### src/rtl/alu_serial_ctrl.sv
// Bit-serial sequencer driving a combinational 1-bit ALU slice, LSB first, with carry fed back between bits.
// Optional status flags (zero/neg/ovf) are built when ALU_SEQ_FLAGS_EN is defined.
module alu_serial_ctrl #(
    parameter int WIDTH = 8
) (
    input  logic             clk,
    input  logic             rst_n,
    input  logic             in_valid,
    output logic             in_ready,
    input  logic [2:0]       in_op,
    input  logic [WIDTH-1:0] in_a,
    input  logic [WIDTH-1:0] in_b,
    output logic             sl_a,
    output logic             sl_b,
    output logic             sl_cin,
    output logic [2:0]       sl_op,
    input  logic             sl_r,
    input  logic             sl_cout,
    output logic             out_valid,
    input  logic             out_ready,
    output logic [WIDTH-1:0] out_result,
    output logic             out_carry,
    output logic             out_err
`ifdef ALU_SEQ_FLAGS_EN
    ,
    output logic             out_zero,
    output logic             out_neg,
    output logic             out_ovf
`endif
);

    localparam int CNT_W = $clog2(WIDTH);
    localparam logic [CNT_W-1:0] LAST_BIT = CNT_W'(WIDTH - 1);

    localparam logic [2:0] OP_MOV = 3'b000;
    localparam logic [2:0] OP_ADD = 3'b010;
    localparam logic [2:0] OP_SUB = 3'b011;

    // S_ERR spends the one cycle an illegal request takes before DONE.
    typedef enum logic [1:0] {
        S_IDLE = 2'd0,
        S_RUN  = 2'd1,
        S_ERR  = 2'd2,
        S_DONE = 2'd3
    } state_e;

    state_e             state_q, state_d;
    logic [WIDTH-1:0]   a_sh_q, a_sh_d;
    logic [WIDTH-1:0]   b_sh_q, b_sh_d;
    logic [WIDTH-1:0]   res_q, res_d;
    logic [2:0]         op_q, op_d;
    logic [CNT_W-1:0]   cnt_q, cnt_d;
    logic               carry_q, carry_d;
    logic               err_q, err_d;
    logic               arith_q;
    logic               in_illegal;
    logic               run;
    logic               done;

`ifdef ALU_SEQ_FLAGS_EN
    logic               a_msb_q, a_msb_d;
    logic               b_msb_q, b_msb_d;
`endif

    assign arith_q    = (op_q == OP_ADD) || (op_q == OP_SUB);
    assign in_illegal = (in_op == 3'b110) || (in_op == 3'b111);
    assign in_ready   = (state_q == S_IDLE) && rst_n;
    assign run        = (state_q == S_RUN) && rst_n;
    assign done       = (state_q == S_DONE) && rst_n;

    always_ff @(posedge clk) begin
        if (!rst_n) begin
            state_q <= S_IDLE;
            a_sh_q  <= '0;
            b_sh_q  <= '0;
            res_q   <= '0;
            op_q    <= OP_MOV;
            cnt_q   <= '0;
            carry_q <= 1'b0;
            err_q   <= 1'b0;
        end else begin
            state_q <= state_d;
            a_sh_q  <= a_sh_d;
            b_sh_q  <= b_sh_d;
            res_q   <= res_d;
            op_q    <= op_d;
            cnt_q   <= cnt_d;
            carry_q <= carry_d;
            err_q   <= err_d;
        end
    end

`ifdef ALU_SEQ_FLAGS_EN
    always_ff @(posedge clk) begin
        if (!rst_n) begin
            a_msb_q <= 1'b0;
            b_msb_q <= 1'b0;
        end else begin
            a_msb_q <= a_msb_d;
            b_msb_q <= b_msb_d;
        end
    end

    always_comb begin
        a_msb_d = a_msb_q;
        b_msb_d = b_msb_q;
        if (state_q == S_IDLE && in_valid) begin
            a_msb_d = in_a[WIDTH-1];
            b_msb_d = in_b[WIDTH-1];
        end
    end
`endif

    always_comb begin
        state_d = state_q;
        a_sh_d  = a_sh_q;
        b_sh_d  = b_sh_q;
        res_d   = res_q;
        op_d    = op_q;
        cnt_d   = cnt_q;
        carry_d = carry_q;
        err_d   = err_q;
        case (state_q)
            S_IDLE: begin
                if (in_valid) begin
                    a_sh_d = in_a;
                    b_sh_d = in_b;
                    res_d  = '0;
                    op_d   = in_op;
                    cnt_d  = '0;
                    if (in_illegal) begin
                        carry_d = 1'b0;
                        err_d   = 1'b1;
                        state_d = S_ERR;
                    end else begin
                        // Subtract is a + ~b + 1, so the carry chain starts at 1.
                        carry_d = (in_op == OP_SUB);
                        err_d   = 1'b0;
                        state_d = S_RUN;
                    end
                end
            end
            S_RUN: begin
                res_d   = {sl_r, res_q[WIDTH-1:1]};
                a_sh_d  = a_sh_q >> 1;
                b_sh_d  = b_sh_q >> 1;
                carry_d = arith_q ? sl_cout : 1'b0;
                cnt_d   = cnt_q + CNT_W'(1);
                if (cnt_q == LAST_BIT) begin
                    state_d = S_DONE;
                end
            end
            S_ERR: begin
                state_d = S_DONE;
            end
            S_DONE: begin
                if (out_ready) begin
                    state_d = S_IDLE;
                end
            end
            default: state_d = S_IDLE;
        endcase
    end

    always_comb begin
        sl_a   = run ? a_sh_q[0] : 1'b0;
        sl_b   = run ? b_sh_q[0] : 1'b0;
        sl_cin = run ? carry_q : 1'b0;
        sl_op  = run ? op_q : OP_MOV;
    end

    assign out_valid  = done;
    assign out_result = rst_n ? res_q : '0;
    assign out_carry  = done && !err_q && arith_q && carry_q;
    assign out_err    = done && err_q;

`ifdef ALU_SEQ_FLAGS_EN
    logic flag_ok;
    assign flag_ok  = done && !err_q;
    assign out_zero = flag_ok && (res_q == '0);
    assign out_neg  = flag_ok && res_q[WIDTH-1];
    always_comb begin
        out_ovf = 1'b0;
        if (flag_ok && op_q == OP_ADD) begin
            out_ovf = (a_msb_q == b_msb_q) && (res_q[WIDTH-1] != a_msb_q);
        end else if (flag_ok && op_q == OP_SUB) begin
            out_ovf = (a_msb_q != b_msb_q) && (res_q[WIDTH-1] != a_msb_q);
        end
    end
`endif

endmodule

### config.mk
export PLATFORM = sky130hd
export DESIGN_NAME = alu_serial_ctrl
export DESIGN_NICKNAME = d
export VERILOG_FILES = /design/src/rtl/alu_serial_ctrl.sv
export SDC_FILE = /design/constraint.sdc
export NUM_CORES = 1
export LEC_CHECK = 0
export CAP_MARGIN = 20
export CORE_ASPECT_RATIO = 0.5
export CORE_MARGIN = 3
export CORE_UTILIZATION = 55
export DETAILED_ROUTE_END_ITERATION = 6
export DONT_BUFFER_PORTS = 1
export PLACE_DENSITY = 0.7
export SLEW_MARGIN = 15
export SYNTH_ARGS = -nofsm -noshare
export SYNTH_HDL_FRONTEND = slang
export SYNTH_SLANG_ARGS = --single-unit
### constraint.sdc
create_clock -name clk -period 3 [get_ports clk]
set_input_delay 0.45 -clock clk [delete_from_list [all_inputs] [get_ports clk]]
set_output_delay 0.45 -clock clk [all_outputs]
set_load 0.1 [all_outputs]
# After elaboration in Yosys (flattened, before gate mapping)
# Cells that the tools add are included.
dict set report word_totals {
  reg_bits 34
  latch_bits 0
  mem_bits_rw 0
  rom_bits 0
  inputBits 25
  output_inout_bits 18
  elab_cells 59
  memories 0
}
dict set report op_classes {
  addsub 1
  n_mul 0
  n_div 0
  n_lt_le_gt_ge 0
  n_eq_ne 12
  shift 0
  n_mux 23
  n_bitwise 0
  n_reduce_logical 15
}
# cell n
set op_table {}
lappend op_table {{case mux 8 bit (2 select lines)} 3}
lappend op_table {{2-to-1 mux 8 bit} 4}
lappend op_table {{equality test 3 x 2 -> 1 bit, second input constant} 3}
lappend op_table {{equality test 3 bit, second input constant} 3}
lappend op_table {{2-to-1 mux 2 bit} 4}
lappend op_table {{case mux 2 bit (4 select lines)} 1}
lappend op_table {{logical AND 1 bit} 7}
lappend op_table {{2-to-1 mux 1 bit} 7}
lappend op_table {{2-to-1 mux 3 bit} 2}
lappend op_table {{case mux 3 bit (2 select lines)} 1}
lappend op_table {{equality test 2 bit, second input constant} 2}
lappend op_table {{inequality test 2 bit, second input constant} 2}
lappend op_table {{AND reduction 2 bit} 2}
lappend op_table {{adder 3 x 1 -> 3 bit, second input constant} 1}
lappend op_table {{AND reduction 3 bit} 1}
lappend op_table {{equality test 2 x 1 -> 1 bit, second input constant} 1}
lappend op_table {{zero test 2 bit} 1}
lappend op_table {{logical OR 1 bit} 2}
lappend op_table {{inequality test 2 x 1 -> 1 bit, second input constant} 1}
lappend op_table {{case mux 1 bit (2 select lines)} 1}
lappend op_table {{nonzero test 2 bit} 1}
lappend op_table {{zero test 1 bit} 1}

# Depth between registers and ports, before layout
# Gate-level depths: netlist of run 1.
dict set report depth {
  ltp_word 5
  ltp_mapped 7
  ltp_nobuf 5
}

# Least setup slack after synthesis of run 1
# Ideal clock, no wire load.
dict set report synth_timing {
  path_type {input port to output port}
  from {input rst_n}
  to {output out_carry}
  t_arrival_ns 2.363
  required_time_ns 2.550
  setup_slack_ns 0.187
  cell_stages 3
  n_path_buf 1
  path_cell_list {clkbuf_1 -> and2_1 -> and2_1}
}
dict set report synth_via {
  elab_chain_len 4
}
# element line_no
set synth_rtl {}
lappend synth_rtl {{start: declaration} 7} ;# input logic rst_n,
lappend synth_rtl {{logical AND 1 bit} 69} ;# assign done = (state_q == S_DONE) && rst_n;
lappend synth_rtl {{named net out_valid} 19} ;# output logic out_valid,
lappend synth_rtl {{logical AND 1 bit (3 in a row)} 174} ;# assign out_carry = done && !err_q && arith_q && carry_q;
lappend synth_rtl {{end: declaration} 22} ;# output logic out_carry,
# The timed path passes the listed nets, and every way through them passes these cells.

# Worst setup path in the final report of run 1
dict set report layout_timing {
  from {register state_q[0]}
  to {output sl_a}
}
dict set report layout_via {
  elab_chain_len 3
}
# element line_no
set layout_rtl {}
lappend layout_rtl {{start: declaration} 47} ;# state_e state_q, state_d;
lappend layout_rtl {{start signal: assignment} 82} ;# state_q <= state_d;
lappend layout_rtl {{equality test 2 x 1 -> 1 bit} 68} ;# assign run = (state_q == S_RUN) && rst_n;
lappend layout_rtl {{logical AND 1 bit} 68}
lappend layout_rtl {{2-to-1 mux 1 bit} 166} ;# sl_a = run ? a_sh_q[0] : 1'b0;
lappend layout_rtl {{end: declaration} 13} ;# output logic sl_a,
# Every way passes these cells.

==> metrics.log, run 1 <==
INFO  metric cp.required = around 2.6 ns
INFO  metric max_stage_delay = between 0.5 and 0.6 ns
INFO  metric setup_crit_path_kind = reg -> out
INFO  metric place_ws = 1.09 ns
INFO  metric tns = 0 ns
INFO  metric grt_pass1_wl = 5330 µm
INFO  metric worst_hold_slack = 0.311 ns
INFO  metric synth_common_cells = dfxtp_1, nor2_1, mux2i_1
INFO  metric num_antenna_cells = 0
INFO  metric netlist.top_cell.by_area = dfxtp_1
INFO  metric commonest_register_cell_after_synthesis = dfxtp_1
INFO  metric routed-via-count = 1257
INFO  metric drt_drc_violations_left = 0
INFO  metric ant_nets = 0
INFO  metric hold_class = in -> reg
INFO  metric timing.final.hold_violations = 0
INFO  metric detail_route.iter0.violations = 81
INFO  metric rr_startpoint = state_q[0]
INFO  metric p_per_area = about 850 nW/µm²
INFO  metric synth_fp_nets = around 210
INFO  metric slew_headroom = 32.1%
INFO  metric placement_rows = 13
INFO  metric yosys-top-cells-area = dfxtp_1, mux2i_1, a211oi_1
INFO  metric achievable-frequency = about 450 MHz
INFO  metric tritoncts = yes
INFO  metric firstDrtPassIters = 4
INFO  metric critical-path-slowest-cell = ha_1
INFO  metric syn-cell-area = 1600 µm²
INFO  metric cts.htree.levels = 2
INFO  metric sequential_cell_area = between 600 and 700 µm²
INFO  metric die_footprint = 3630 µm²
INFO  metric drive_gt1_share = 11.5%
INFO  metric initial_antenna_violation_count = 0
INFO  metric cellLeakagePower = 0.741 nW
INFO  metric worst_slew_pin_slew = a little over 1 ns
INFO  metric worst-endpoint-arrival = 1.78 ns
INFO  metric initial_core_util = 59.7%
INFO  metric timing_max_transition_violations_final = 0
INFO  metric rsz0062_at_grt = false
INFO  metric worst_hold_startpoint = in_op[0]
INFO  metric cts.sinks = 34
INFO  metric finalClockSkew = 0.00399 ns
INFO  metric synth-warning-count = 0
INFO  metric die_width = between 80 and 90 µm
INFO  metric grt_pass1_vias = 1176
INFO  metric clk_transition_reported_paths = 0.06 ns
INFO  metric syn_inst = 178
INFO  metric timing.critical_path.from = state_q[0]
INFO  metric post_synth.cell_area_avg = 9.00 µm²
INFO  metric synth_seq_cells = 34
INFO  metric cts-resized-gates = 0
INFO  metric maxCapViolCount = 0
INFO  metric cp-end-kind = output pin
INFO  metric finish.net_count = around 210
INFO  metric outcome = complete, no violations
INFO  metric cp_top_family = adder cells
INFO  metric latest_clock_arrival_within_the_worst_skew_pair = around 0.28 ns
INFO  metric max-vdd-ir-drop = 497 µV
INFO  metric grt_usage = 19.8%
INFO  metric place.port_buffers = 0
INFO  metric drt_wl_total = 3180 µm
INFO  metric worst-path-buf-inv = 1
INFO  metric grt.overflow.total = 0
INFO  metric dpl.hpwl = around 2200 µm
INFO  metric report.final.setup_viol = 0
INFO  metric areaGrowthSynthToFinish = 8.05%
INFO  metric async_set_or_reset_flop_fraction_in_the_synthesized_netlist = 0%
INFO  metric clockRootBuffer = clkbuf_8
INFO  metric yosysSeqAreaShare = a little over two fifths
INFO  metric synth_cell_types = 37
INFO  metric finish.utilization = roughly 64%
INFO  metric wl_per_cell = ~15 µm
INFO  metric layout_min_cycle_time = about 2.2 ns
INFO  metric path_max_fanout = 17
INFO  metric numCtsBuffers = 5
INFO  metric synth-edff-count = 0
INFO  metric chipHeight = roughly 44 µm
INFO  metric gp_congestion = a little under 0.8
INFO  metric final.period_utilization = roughly 74%
INFO  metric setup.worst_path.start_class = flip-flop
INFO  metric detail_route.vias_per_cell = roughly 5.7
INFO  metric design.portCount = 43
INFO  metric power = between 1 and 1.5 mW
INFO  metric core-area = roughly 2700 µm²
INFO  metric synth_top_area_share = 42.5%
INFO  metric number_of_hold_buffers_added_after_cts = 0
INFO  metric worstPathCellList = ha_1, and3_1, buf_4
INFO  metric grt_start_max_net_pins = 36
INFO  metric multi_input_comb_area = around 820 µm²
INFO  metric layout_setup_ws = ~0.77 ns
INFO  metric cts_max_path_buffers = 2
INFO  metric cts_setup_buffers = 0
INFO  metric layout.filler_cells = approximately 240
INFO  metric post-synth-top-count-cell = dfxtp_1
per-stage QoR:
stage | instances | instance area [µm²]
6_report | 219 | 1730
3_3_place_gp | 212 | 1650
3_5_place_dp | 212 | 1650
5_1_grt | 219 | 1730
4_1_cts | 219 | 1730
2_1_floorplan | 178 | 1600
path summary, 6_finish.rpt:
kind	end	slack, ns	cells after the start
setup / recovery	sl_a	0.77	3
hold / removal	op_q[0]	0.31	2
setup reg to reg	a_sh_q[7]	1.11	5
hold reg to reg	op_q[0]	0.45	2
cell usage in the layout, fill, tap and decap left out, drive strengths merged, types with 2 or more instances in the layout:
master,synthesis,routed
dfxtp,34,34
mux2i,15,15
and3,7,7
a22oi,2,2
buf,9,10
o21ai,3,3
nand2,14,14
and2,5,5
nor2,20,20
nor2b,3,3
a211oi,14,14
nand2b,2,2
ha,5,5
a32oi,3,3
inv,9,9
clkbuf,4,7
o22ai,5,5
nand3,5,5
a21oi,7,7
per-layer routing:
layer  vias to the layer above  global-route usage, %  share of wire (%)
met1                       568                   24.7                 48
met2                        39                   30.6                 42
li1                        643                      -                  -
met5                         -                      0                  0
met3                         7                   7.11                8.7
met4                         0                   9.93                2.0
cells by family after synthesis:
| family | Yosys count | share of synthesized area, % |
|---|---|---|
| AND/OR/NAND/NOR | 61 | 19.5 |
| AO/OA/AOI/OAI | 40 | 17.3 |
| flip-flops | 34 | 42.5 |
| buffers and inverters | 22 | 6.41 |
| multiplexers | 16 | 10.3 |
| adder cells (fa/ha/maj) | 5 | 3.91 |
registers in the layout, summed over array words and instances, names as in the netlist:
| register | cells |
|---|---|
| a_sh_q | 8 |
| b_sh_q | 8 |
| err_q | 1 |
| cnt_q | 3 |
| state_q | 2 |
| carry_q | 1 |
| op_q | 3 |
| res_q | 8 |
layout make-up:
type	instances	share of cell area, %
Tap cell	37	2.68
Multi-Input combinational cell	122	47.3
Sequential cell	34	39.3
Clock buffer	7	4.41
Inverter	9	1.95
Timing Repair Buffer	10	4.34
where the power goes:
group          switching (mW)  internal, mW
clock network           0.147         0.159
registers              0.0591         0.558
logic                   0.354         0.201
total                   0.561         0.918
Note: power is estimated with default switching activity, not from simulation.
==> run 2: changes to the inputs <==
clock period = 2.1 ns   (was 3 ns; I/O delays follow)
==> run 2 against run 1 <==
Hold slack lost 0.14 ns. Sequential power is 43% higher. First-iteration DRC count fell by 35%. Global-route usage grew 0.58 points. Clock power up 43%. Critical path type unchanged. Critical endpoint is now sl_op[0].
==> metrics.log, run 2 (same netlist as run 1, synthesis figures left out) <==
INFO  metric outcome = complete, no violations
INFO  metric slew_headroom = 48.9% (+17 points)
INFO  metric maxCapViolCount = 0 (unchanged)
INFO  metric num_antenna_cells = 0 (unchanged)
INFO  metric wl_per_cell = 14.6 µm (+0.53%)
INFO  metric dpl.hpwl = 2390 µm (+11%)
INFO  metric drt_drc_violations_left = 0 (unchanged)
INFO  metric areaGrowthSynthToFinish = 18.9%
INFO  metric gp_congestion = 0.698 (-9.9%)
INFO  metric clockRootBuffer = clkbuf_8
INFO  metric drive_gt1_share = 20.3% (+8.8 points)
INFO  metric timing.final.hold_violations = 0 (unchanged)
INFO  metric ant_nets = 0 (unchanged)
INFO  metric clk_transition_reported_paths = 0.06 ns (about the same)
INFO  metric core-area = 2680 µm² (unchanged)
INFO  metric rsz0062_at_grt = false
INFO  metric routed-via-count = 1308 (+4.1%)
INFO  metric grt_pass1_vias = 1192 (+1.4%)
INFO  metric largest_registers = a_sh_q (8), b_sh_q (8), res_q (8)
INFO  metric instances_no_fill = 229 (+4.6%)
INFO  metric place.port_buffers = 0 (unchanged)
INFO  metric cts.sinks = 34 (unchanged)
INFO  metric cp.required = 1.78 ns (-0.77 ns)
INFO  metric firstDrtPassIters = 4 (unchanged)
INFO  metric finalClockSkew = 0.00406 ns (+0.0000628 ns)
INFO  metric cts_setup_buffers = 0 (unchanged)
INFO  metric cts_max_path_buffers = 2 (unchanged)
INFO  metric cts-resized-gates = 0 (unchanged)
INFO  metric grt_pass1_wl = 5490 µm (+3.0%)
INFO  metric drt_wl_total = 3350 µm (+5.1%)
INFO  metric worst_slew_pin_slew = 0.766 ns (-0.252 ns)
INFO  metric detail_route.vias_per_cell = 5.71 (-0.49%)
INFO  metric cts.htree.levels = 2 (unchanged)
INFO  metric grt_usage = 20.4% (+0.58 points)
INFO  metric report.final.setup_viol = 0 (unchanged)
INFO  metric setup_crit_path_kind = reg -> out
INFO  metric path_max_fanout = 14 (-3)
INFO  metric max-vdd-ir-drop = 724 µV (+46%)
INFO  metric setup.worst_path.start_class = flip-flop
INFO  metric finish.net_count = 222 (+4.7%)
INFO  metric worst-endpoint-arrival = 1.61 ns (-0.17 ns)
INFO  metric chipHeight = 44.2 µm (unchanged)
INFO  metric die_width = 82.3 µm (unchanged)
INFO  metric initial_core_util = 59.7% (unchanged)
INFO  metric die_footprint = 3630 µm² (unchanged)
INFO  metric layout_common_cells = dfxtp_1, nor2_1, mux2i_1, nand2_1, a211oi_1
INFO  metric cp-end-kind = output pin
INFO  metric timing_max_transition_violations_final = 0 (unchanged)
INFO  metric place_ws = 0.375 ns (-0.713 ns)
INFO  metric layout_setup_ws = 0.177 ns (-0.593 ns)
INFO  metric design.portCount = 43 (unchanged)
INFO  metric cellLeakagePower = 0.813 nW (+9.8%)
INFO  metric tritoncts = yes
INFO  metric hold_class = in -> reg
INFO  metric post-place-cells = 222 (+4.7%)
INFO  metric tns = 0 ns (unchanged)
INFO  metric final.period_utilization = approximately 92%
INFO  metric detail_route.iter0.violations = 53 (-35%)
INFO  metric latest_clock_arrival_within_the_worst_skew_pair = 0.28 ns (about the same)
INFO  metric layout_min_cycle_time = approximately 1.9 ns
INFO  metric placement_rows = 13 (unchanged)
INFO  metric grt_start_max_net_pins = 36 (unchanged)
INFO  metric p_per_area = 1140 nW/µm² (+33%)
INFO  metric achievable-frequency = roughly 520 MHz
INFO  metric initial_antenna_violation_count = 0 (unchanged)
INFO  metric number_of_hold_buffers_added_after_cts = 0 (unchanged)
INFO  metric numCtsBuffers = 5 (unchanged)
INFO  metric grt.overflow.total = 0 (unchanged)
INFO  metric mostFrequentLayoutCell = dfxtp_1
-- run 2: cell types whose count changed in the layout (fill, tap and decap cells not counted) --
cell    delta
buf_12     +7
and3_1     -6
and3_2     +6
buf_4      +3
and2_1     -2
and2_2     +1
and2_4     +1
-- run 2: layout make-up --
cell class                 count  area, µm²
multi-input combinational    122        830
fill                         222        779
sequential                    34        681
timing repair buffer          20        238
clock buffer                   7       76.3
tap                           37       46.3
inverter                       9       33.8
-- run 2: path summary, 6_finish.rpt --
path,to,depth (start not counted),slack (ns),start
worst max-delay path,sl_op[0],3,0.18,state_q[0]
worst min register to register,op_q[0],2,0.46,op_q[0]
worst max register to register,b_sh_q[5],5,0.38,state_q[0]
worst min-delay path,carry_q,2,0.17,rst_n
-- run 2: stage by stage --
| stage | cell area [µm²] | hold WS [ns] | power [mW] | utilization (%) |
|---|---|---|---|---|
| global placement | 1830 | 0.442 | 1.71 | 68.1 |
| floorplan | 1610 | 0.432 | 1.61 | - |
| detailed placement | 1830 | 0.450 | 1.73 | 68.1 |
| global route | 1900 | 0.194 | 2.32 | 71.0 |
| CTS | 1900 | 0.166 | 2.17 | 70.9 |
| finish | 1900 | 0.173 | 2.17 | 71.0 |
-- run 2: power breakdown --
part / switching [mW] / total (mW) / internal, mW
logic: 0.517 / 0.845 / 0.328
registers: 0.0848 / 0.882 / 0.797
clock network: 0.211 / 0.438 / 0.228
-- run 2: worst max-delay path, stage by stage (launching register included) --
cell     delay [ns]
dfxtp_1        0.38
ha_1           0.46
and3_2         0.30
buf_12         0.18
-- run 2: routing by layer --
metal | track usage [%] | share of wire (%)
met3 | 9.15 | 8.4
met2 | 31.5 | 45
met1 | 24.8 | 45
met5 | 0 | 0
met4 | 8.94 | 1.3
